--- config.mk ---
export PLATFORM = sky130hd
export DESIGN_NAME = kf6845_horizontal_control_flat
export DESIGN_NICKNAME = d
export VERILOG_FILES = /design/src/rtl/kf6845_horizontal_control_if.sv /design/src/rtl/kf6845_horizontal_control.sv /design/src/flat_wrapper.sv
export SDC_FILE = /design/constraint.sdc
export NUM_CORES = 1
export LEC_CHECK = 0
export BUFFER_PORTS_ARGS = -buffer_cell sky130_fd_sc_hd__buf_2
export CORE_UTILIZATION = 58
export DETAILED_ROUTE_END_ITERATION = 8
export PLACE_DENSITY = 0.79
export SLEW_MARGIN = 40
export SYNTH_ARGS = -nofsm -noshare
export SYNTH_HDL_FRONTEND = slang
export SYNTH_SLANG_ARGS = --single-unit
--- constraint.sdc ---
create_clock -name clock -period 3.15 [get_ports clock]
set_input_delay 0.1575 -clock clock [delete_from_list [all_inputs] [get_ports clock]]
set_output_delay 0.1575 -clock clock [all_outputs]
set_load 0.01 [all_outputs]
--- src/rtl/kf6845_horizontal_control_if.sv ---
// KF6845 horizontal control bus interface.
// Carries the character clock enable, the internal data bus and the four
// horizontal register write strobes from the bus control logic into the
// horizontal timing stage.
interface kf6845_horizontal_control_if;
    logic       character_clock_enable;
    logic [7:0] internal_data_bus;
    logic       write_horizontal_total_register;
    logic       write_horizontal_displayed_register;
    logic       write_horizontal_sync_position_register;
    logic       write_horizontal_sync_width_register;

    modport master (
        output character_clock_enable,
        output internal_data_bus,
        output write_horizontal_total_register,
        output write_horizontal_displayed_register,
        output write_horizontal_sync_position_register,
        output write_horizontal_sync_width_register
    );

    modport slave (
        input character_clock_enable,
        input internal_data_bus,
        input write_horizontal_total_register,
        input write_horizontal_displayed_register,
        input write_horizontal_sync_position_register,
        input write_horizontal_sync_width_register
    );
endinterface

--- src/rtl/kf6845_horizontal_control.sv ---
// KF6845 CRTC horizontal timing stage.
// Holds R0-R3 (horizontal total, displayed, sync position, sync width), runs
// the character column counter and produces horizontal display enable, HSYNC
// and a one-clock end-of-line pulse for the vertical stage.
// Configuration macro: KF6845_HSYNC_WIDTH_ZERO_IS_16_EN
//   defined   -> an hsync width of 0 produces a 16-character sync
//   undefined -> an hsync width of 0 suppresses HSYNC
module kf6845_horizontal_control (
    input  logic                              clock,
    input  logic                              reset,
    kf6845_horizontal_control_if.slave        bus,
    output logic [7:0]                        horizontal_count,
    output logic                              horizontal_display,
    output logic                              HSYNC,
    output logic                              end_of_line,
    output logic [3:0]                        vertical_sync_width
);

    typedef enum logic [0:0] {
        HSYNC_IDLE = 1'b0,
        HSYNC_SYNC = 1'b1
    } hsync_state_t;

    logic [7:0]   r0_q, r0_d;
    logic [7:0]   r1_q, r1_d;
    logic [7:0]   r2_q, r2_d;
    logic [7:0]   r3_q, r3_d;

    logic [7:0]   count_q, count_d;
    logic         display_q, display_d;
    logic         eol_q, eol_d;

    hsync_state_t state_q, state_d;
    logic         hsync_q, hsync_d;
    logic [4:0]   sync_cnt_q, sync_cnt_d;

    logic         char_en;
    logic         line_end;
    logic [7:0]   count_next;
    logic [4:0]   sync_load;
    logic         sync_allowed;

    assign char_en = bus.character_clock_enable;

    // Register file next-state: each register takes the data bus on its strobe
    always_comb begin
        r0_d = r0_q;
        r1_d = r1_q;
        r2_d = r2_q;
        r3_d = r3_q;
        if (bus.write_horizontal_total_register) begin
            r0_d = bus.internal_data_bus;
        end
        if (bus.write_horizontal_displayed_register) begin
            r1_d = bus.internal_data_bus;
        end
        if (bus.write_horizontal_sync_position_register) begin
            r2_d = bus.internal_data_bus;
        end
        if (bus.write_horizontal_sync_width_register) begin
            r3_d = bus.internal_data_bus;
        end
    end

    // Column counter, display enable and end-of-line next-state from the old register values
    always_comb begin
        line_end   = (count_q == r0_q);
        count_next = line_end ? 8'd0 : count_q + 8'd1;
        count_d    = count_q;
        display_d  = display_q;
        eol_d      = char_en & line_end;
        if (char_en) begin
            count_d   = count_next;
            display_d = (count_next < r1_q);
        end
    end

    // Width-zero handling decides what the sync down-counter loads
    always_comb begin
`ifdef KF6845_HSYNC_WIDTH_ZERO_IS_16_EN
        sync_load    = (r3_q[3:0] == 4'd0) ? 5'd16 : {1'b0, r3_q[3:0]};
        sync_allowed = 1'b1;
`else
        sync_load    = {1'b0, r3_q[3:0]};
        sync_allowed = (r3_q[3:0] != 4'd0);
`endif
    end

    // HSYNC state machine next-state: start on a position match, count width characters down
    always_comb begin
        state_d    = state_q;
        hsync_d    = hsync_q;
        sync_cnt_d = sync_cnt_q;
        if (char_en) begin
            case (state_q)
                HSYNC_IDLE: begin
                    if ((count_next == r2_q) && sync_allowed) begin
                        state_d    = HSYNC_SYNC;
                        hsync_d    = 1'b1;
                        sync_cnt_d = sync_load;
                    end
                end
                HSYNC_SYNC: begin
                    if (sync_cnt_q == 5'd1) begin
                        state_d    = HSYNC_IDLE;
                        hsync_d    = 1'b0;
                        sync_cnt_d = 5'd0;
                    end else begin
                        sync_cnt_d = sync_cnt_q - 5'd1;
                    end
                end
                default: begin
                    state_d    = HSYNC_IDLE;
                    hsync_d    = 1'b0;
                    sync_cnt_d = 5'd0;
                end
            endcase
        end
    end

    // R0-R3 storage, cleared by reset
    always_ff @(posedge clock) begin
        if (reset) begin
            r0_q <= 8'd0;
            r1_q <= 8'd0;
            r2_q <= 8'd0;
            r3_q <= 8'd0;
        end else begin
            r0_q <= r0_d;
            r1_q <= r1_d;
            r2_q <= r2_d;
            r3_q <= r3_d;
        end
    end

    // Column counter, display enable and end-of-line flops
    always_ff @(posedge clock) begin
        if (reset) begin
            count_q   <= 8'd0;
            display_q <= 1'b0;
            eol_q     <= 1'b0;
        end else begin
            count_q   <= count_d;
            display_q <= display_d;
            eol_q     <= eol_d;
        end
    end

    // HSYNC state, registered sync output and width down-counter
    always_ff @(posedge clock) begin
        if (reset) begin
            state_q    <= HSYNC_IDLE;
            hsync_q    <= 1'b0;
            sync_cnt_q <= 5'd0;
        end else begin
            state_q    <= state_d;
            hsync_q    <= hsync_d;
            sync_cnt_q <= sync_cnt_d;
        end
    end

    assign horizontal_count    = count_q;
    assign horizontal_display  = display_q;
    assign HSYNC               = hsync_q;
    assign end_of_line         = eol_q;
    assign vertical_sync_width = r3_q[7:4];

endmodule

--- src/flat_wrapper.sv ---
// flat-port wrapper written by rule: the top's interface ports become plain ports
module kf6845_horizontal_control_flat 
  (clock, reset, horizontal_count, horizontal_display, HSYNC, end_of_line, vertical_sync_width, bus_character_clock_enable, bus_internal_data_bus, bus_write_horizontal_total_register, bus_write_horizontal_displayed_register, bus_write_horizontal_sync_position_register, bus_write_horizontal_sync_width_register);
  kf6845_horizontal_control_if bus_i ();
  input  logic clock;
  input  logic reset;
  output logic [7:0] horizontal_count;
  output logic horizontal_display;
  output logic HSYNC;
  output logic end_of_line;
  output logic [3:0] vertical_sync_width;
  input wire logic [$bits(bus_i.character_clock_enable)-1:0] bus_character_clock_enable;
  input wire logic [$bits(bus_i.internal_data_bus)-1:0] bus_internal_data_bus;
  input wire logic [$bits(bus_i.write_horizontal_total_register)-1:0] bus_write_horizontal_total_register;
  input wire logic [$bits(bus_i.write_horizontal_displayed_register)-1:0] bus_write_horizontal_displayed_register;
  input wire logic [$bits(bus_i.write_horizontal_sync_position_register)-1:0] bus_write_horizontal_sync_position_register;
  input wire logic [$bits(bus_i.write_horizontal_sync_width_register)-1:0] bus_write_horizontal_sync_width_register;
  assign bus_i.character_clock_enable = bus_character_clock_enable;
  assign bus_i.internal_data_bus = bus_internal_data_bus;
  assign bus_i.write_horizontal_total_register = bus_write_horizontal_total_register;
  assign bus_i.write_horizontal_displayed_register = bus_write_horizontal_displayed_register;
  assign bus_i.write_horizontal_sync_position_register = bus_write_horizontal_sync_position_register;
  assign bus_i.write_horizontal_sync_width_register = bus_write_horizontal_sync_width_register;
  kf6845_horizontal_control u_core (.clock(clock), .reset(reset), .bus(bus_i), .horizontal_count(horizontal_count), .horizontal_display(horizontal_display), .HSYNC(HSYNC), .end_of_line(end_of_line), .vertical_sync_width(vertical_sync_width));
endmodule
# Word-level counts from Yosys, hierarchy flattened
# Cells that the tools add are included.
dict set report classes {
  order_cmp 1
  bitwise_logic 2
  reduce_logical 4
  mux 10
  n_eq_ne 5
  n_addsub 2
}
# cell n
set ops {}
lappend ops {{$eq 8x8->1} 2}
lappend ops {{$mux 5} 2}
lappend ops {{$pmux 5 s2} 1}
lappend ops {{$add 8x1->8 const B} 1}
lappend ops {{$lt 8x8->1} 1}
lappend ops {{$mux 8} 1}
lappend ops {{$eq 5x1->1 const B} 1}
lappend ops {{$sub 5x1->5 const B} 1}
lappend ops {{$mux 1} 4}
lappend ops {{$pmux 1 s2} 2}
lappend ops {{$reduce_bool 4->1} 1}
lappend ops {{$reduce_and 3->1} 1}
lappend ops {{$ne 2x1->1 const B} 1}
lappend ops {{$ne 2x2->1 const B} 1}
lappend ops {{$reduce_and 2->1} 1}
lappend ops {{$and 1x1->1} 1}
lappend ops {{$logic_and 1x1->1} 1}
lappend ops {{$not 1->1} 1}
dict set report word_totals {
  output_inout_bits 15
  input_bits 15
  word_cells 34
  register_bits 49
}

# Depth between registers and ports, before layout
dict set report depth {
  word_depth 6
  mapped_depth 11
  ltp_nobuf 10
}

# Worst setup path before layout
# OpenSTA, ideal clock, no wires.
dict set report synth_path {
  path_type {flip-flop to flip-flop}
  from {reg u_core.count_q[0] (netlist: u_core.horizontal_count[0])}
  to {reg u_core.sync_cnt_q[0]}
  setup_slack_ns 0.861
  path_buffers 0
  setup_time_ns 0.116
  t_required_ns 3.034
  arrival_time_ns 2.173
  path_stages_with_launch 9
  period_less_slack_ns 2.289
  cell_sequence {dfxtp_1 -> ha_1 -> inv_1 -> nor3_1 -> o22ai_2 -> xnor2_1 -> or4_4 -> o21a_1 -> o211a_1}
}
dict set report synth_via {
  elab_chain_len 6
  word_cells_on_any_way 7
}
# item line
set synth_lines {}
lappend synth_lines {{start, declared} kf6845_horizontal_control.sv:29} ;# logic [7:0] count_q, count_d;
lappend synth_lines {{start signal, assigned} kf6845_horizontal_control.sv:143} ;# count_q <= count_d;
lappend synth_lines {{$add 8x1->8 or $eq 8x8->1 (tied branches)} {kf6845_horizontal_control.sv:68, kf6845_horizontal_control.sv:67}}
lappend synth_lines {{$mux 8 *} kf6845_horizontal_control.sv:68} ;# count_next = line_end ? 8'd0 : count_q + 8'd1;
lappend synth_lines {{$eq 8x8->1 *} kf6845_horizontal_control.sv:97} ;# if ((count_next == r2_q) && sync_allowed) begin
lappend synth_lines {{$logic_and 1x1->1 *} kf6845_horizontal_control.sv:97}
lappend synth_lines {{$ne 2x1->1 (no line) *} --}
lappend synth_lines {{$reduce_and 2->1 (no line) *} --}
lappend synth_lines {{end signal, assigned} kf6845_horizontal_control.sv:158} ;# sync_cnt_q <= sync_cnt_d;
lappend synth_lines {{end, declared} kf6845_horizontal_control.sv:35} ;# logic [4:0] sync_cnt_q, sync_cnt_d;
# Every way passes the cells marked *; elsewhere a longest branch is shown, timed or not.
# A chain may end at the register's enable or synchronous reset.

# Worst setup path in the final report
dict set report layout_path {
  from {reg u_core.count_q[0] (netlist: u_core.horizontal_count[0])}
  to {reg u_core.display_q (netlist: u_core.horizontal_display)}
}
dict set report layout_via {
  elab_chain_len 3
  word_cells_on_any_way 4
}
# item line
set layout_lines {}
lappend layout_lines {{$add 8x1->8 or $eq 8x8->1 (tied branches)} {kf6845_horizontal_control.sv:68, kf6845_horizontal_control.sv:67}}
lappend layout_lines {{$mux 8 *} kf6845_horizontal_control.sv:68}
lappend layout_lines {{named net u_core.count_next[5]} kf6845_horizontal_control.sv:39} ;# logic [7:0] count_next;
lappend layout_lines {{$lt 8x8->1 *} kf6845_horizontal_control.sv:74} ;# display_d = (count_next < r1_q);
lappend layout_lines {{end signal, assigned} kf6845_horizontal_control.sv:144} ;# display_q <= display_d;
lappend layout_lines {{end, declared} kf6845_horizontal_control.sv:30} ;# logic display_q, display_d;
# The timed path passes the listed nets; every way through them passes the cells marked *.

==> metrics.md <==
| Metric | Value |
|---|---|
| Crit-path slowest cell | dfxtp_1 |
| Finished Layout Cells | 362 |
| Post-Syn Area per Cell | 9.108 um^2 |
| Clk root buf | clkbuf_8 |
| CTS max path bufs | 2 |
| Clock skew | 9.926 ps |
| Cts hold-fix bufs | 0 |
| Setup_tns | 0 ps |
| Hold Path Class | input port to register |
| Final period utilization | 83.86% |
| DRC viols | 0 |
| Final core occ | 65.72% |
| Register-to-Register Path Depth | 10 |
| FFs w/ async S/R, synth | 0% |
| Critical path endpoint category | register |
| Ys Warns | 0 |
| Crit path time final | 2642 ps |
| Post-synth EDFFs | 0 |
| CP endpoint | u_core.horizontal_display |
| GRT busiest layer | met2 |
| Final wirelength | 5695 um |
| Initial core utilization | 60.66% |
| Post-Syn Area | 2641 um^2 |
| CP Data Required Time | 3360 ps |
| Critical Path Source Type | register |
| GRT met2 Usage | 39.91% |
| Number of setup buffers added after CTS | 0 |
| Worst-margin pin slew | 480.0 ps |
| Leakage | 1.277 nW |
| WP buf/inv | 0 |
| Net count after synthesis | 315 |
| Fmax | 378.6 MHz |
| Outcome | finished, final reports clean |
| Overflow after GRT | 0 |
| Synth Register Bits | 49 |
| Met3 global-route usage | 4.506% |
| Slew margin rel. | 68.00% |
| Worst-Skew Late Latency | 300 ps |
| Vias per std cell | 5.815 |
| Ant diodes | 0 |
| Routed length per instance | 15.73 um |
| First-pass GRT wire length | 9563 um |
| Synthesized instance count | 290 |
| Flop-to-flop setup slack | 510 ps |
| Worst R2R Start | u_core.horizontal_count[0] |
| Synth area leaders | dfxtp_1 37%, mux2i_1 15%, nor2_1 6.8%, ha_1 4.7%, xnor2_1 3.3% |
| Synth unique cells | 50 |
| Maximum number of pins on one net before global-route repair | 46 |
| Via Count | 2105 |
| Yosys top cell area share | 37.14% |
| Vias in the first global route | 2044 |
| Area leader, netlist | dfxtp_1 |
| Clk slew on worst S/H paths | 100 ps |
| Slowest stage delay, CP | 520 ps |
| Setup Viol. Count Final | 0 |
| Cts bufs inserted | 5 |
| I/O pins | 30 |
| Final Net Count | 334 |
| Register area share after synthesis | 37.14% |
| Worst path cell trace | xnor2_1, nand4_4, nor2_1, a21oi_1, ha_1, a21o_1, a21o_1, a21oi_1, nand3_1, o32ai_1 |
| Most frequent cell after synthesis | dfxtp_1 |
| RSZ-0062 raised after global routing | no |
| Crit Reg-Reg Endpoint | u_core.horizontal_display |
| Arrival time worst endpoint | 2850 ps |
| Fillers | 364 |
| Die width | 69.48 um |
| Hpwl dp | 4212 um |
| Hold Vio Cnt, Final | 0 |
| CTS tree | done |
| Clock tree sinks | 49 |
| Synth cell count leaders | 49 x dfxtp_1, 48 x nor2_1, 40 x mux2i_1, 18 x inv_1, 13 x nand2_1 |
| Core Area | 4354 um^2 |
| Die Ht | 69.48 um |
| IO Port Bufs | 29 |
| Initial antenna violation count | 0 |
| Cell class contributing the biggest share of worst-path delay | compound AO/OA/AOI/OAI gates |
| Max Transition Viols Final | 0 |
| Layout cell share with drive strength beyond 1 | 16.13% |
| Worst Setup SP | u_core.horizontal_count[0] |
| GRT Overall Usage | 24.78% |
| Largest vdd supply drop | 0.3128 mV |
| CTS H-tree lvls | 2 |
| Met1 usage | 32.39% |
| Die area | 4827 um^2 |
| Crit path depth | 10 |
| Placer Congestion | 0.9222 |
| Placement Rows | 24 |
| Crit path kind | register to register |
| Pwr dens | 452.2 nW/um^2 |
| DP Cell Count | 354 |
| Layout Area Growth over Synthesis | 8.337% |
| Starting DRT DRC Count | 120 |
| Synth Flop Type | dfxtp_1 |
| CTS-repair resized insts | 0 |
| Number of max-cap violations | 0 |
| Drt pass-1 iters | 4 |
| Maximum fanout along the worst path | 9 |
| Final ANT Viol Nets | 0 |
[cells in the final DEF, fill, tap and decap left out, types with 8 or more instances in the layout]
| cell | n |
|---|---|
| mux2i_1 | 40 |
| inv_1 | 18 |
| o21ai_0 | 8 |
| nor2_1 | 48 |
| dfxtp_1 | 49 |
| nand2_1 | 13 |
| buf_2 | 29 |
| xnor2_1 | 10 |
| ha_1 | 10 |
[sequential cells by signal, indices dropped and copies added (netlist names)]
name,cells
u_core.r1_q,8
u_core.r0_q,8
u_core.r3_q,8
u_core.state_q,1
u_core.sync_cnt_q,5
u_core.HSYNC,1
u_core.r2_q,8
u_core.horizontal_display,1
u_core.horizontal_count,8
u_core.end_of_line,1
[power breakdown]
part	switching [mW]	leakage, nW	total (mW)	internal [mW]
clock network	0.218	0.0518	0.400	0.183
logic	0.120	0.823	0.212	0.0927
registers	0.0298	0.402	0.681	0.651
[worst reg2reg max path, cell delays in order, from the launching register on]
cell and delay (ps):
dfxtp_1 520, xnor2_1 220, nand4_4 200, nor2_1 380
a21oi_1 160, ha_1 350, a21o_1 180, a21o_1 170
a21oi_1 170, nand3_1 90, o32ai_1 120
[how the worst min path moves through the flow]
stage                      to                     start  slack, ps  cells after the start
3_5_place_dp   u_core.r2_q[7]  bus_internal_data_bus[7]        460                      3
6_report       u_core.r1_q[7]  bus_internal_data_bus[7]        140                      3
2_1_floorplan  u_core.r1_q[0]  bus_internal_data_bus[0]        300                      2
5_1_grt        u_core.r1_q[7]  bus_internal_data_bus[7]        150                      3
3_3_place_gp   u_core.r2_q[7]  bus_internal_data_bus[7]        450                      3
4_1_cts        u_core.r2_q[7]  bus_internal_data_bus[7]        130                      3
[layer usage]
| metal | vias up | wire length (um) |
|---|---|---|
| li1 | 1053 | - |
| met1 | 986 | 2624 |
| met2 | 55 | 2614 |
| met3 | 11 | 296 |
| met4 | 0 | 159 |
| met5 | - | 0 |
[layout make-up]
type                            instances  area, um^2  area share [%]
Clock buffer                            6       82.58           2.886
Clock inverter                          2       17.52          0.6122
Inverter                               19       71.32           2.492
Multi-Input combinational cell        204        1491           52.12
Sequential cell                        49       980.9           34.28
Tap cell                               52       65.06           2.274
Timing Repair Buffer                   30       152.6           5.334
[metrics by stage]
| step | instance area, um^2 | hold WS, ps | power (mW) | setup WS (ps) |
|---|---|---|---|---|
| global route | 2861 | 149.0 | 1.353 | 244.6 |
| global placement | 2761 | 445.1 | 0.8990 | 611.0 |
| floorplan | 2641 | 304.4 | 0.8501 | 860.9 |
| finish | 2861 | 135.8 | 1.294 | 508.4 |
| CTS | 2861 | 134.5 | 1.303 | 544.9 |
| detailed placement | 2761 | 455.5 | 0.9054 | 586.6 |
[cell families after synthesis]
kind of cell / synth area share (%)
muxes: 16.01
buffers and inverters: 6.395
xor gates and xnor gates: 5.827
and+or+nand+nor: 17.39
AOI/OAI and AO/OA: 12.51
DFF: 37.14
adders and majority gates: 4.737
Power figures use the tool's default switching activity.
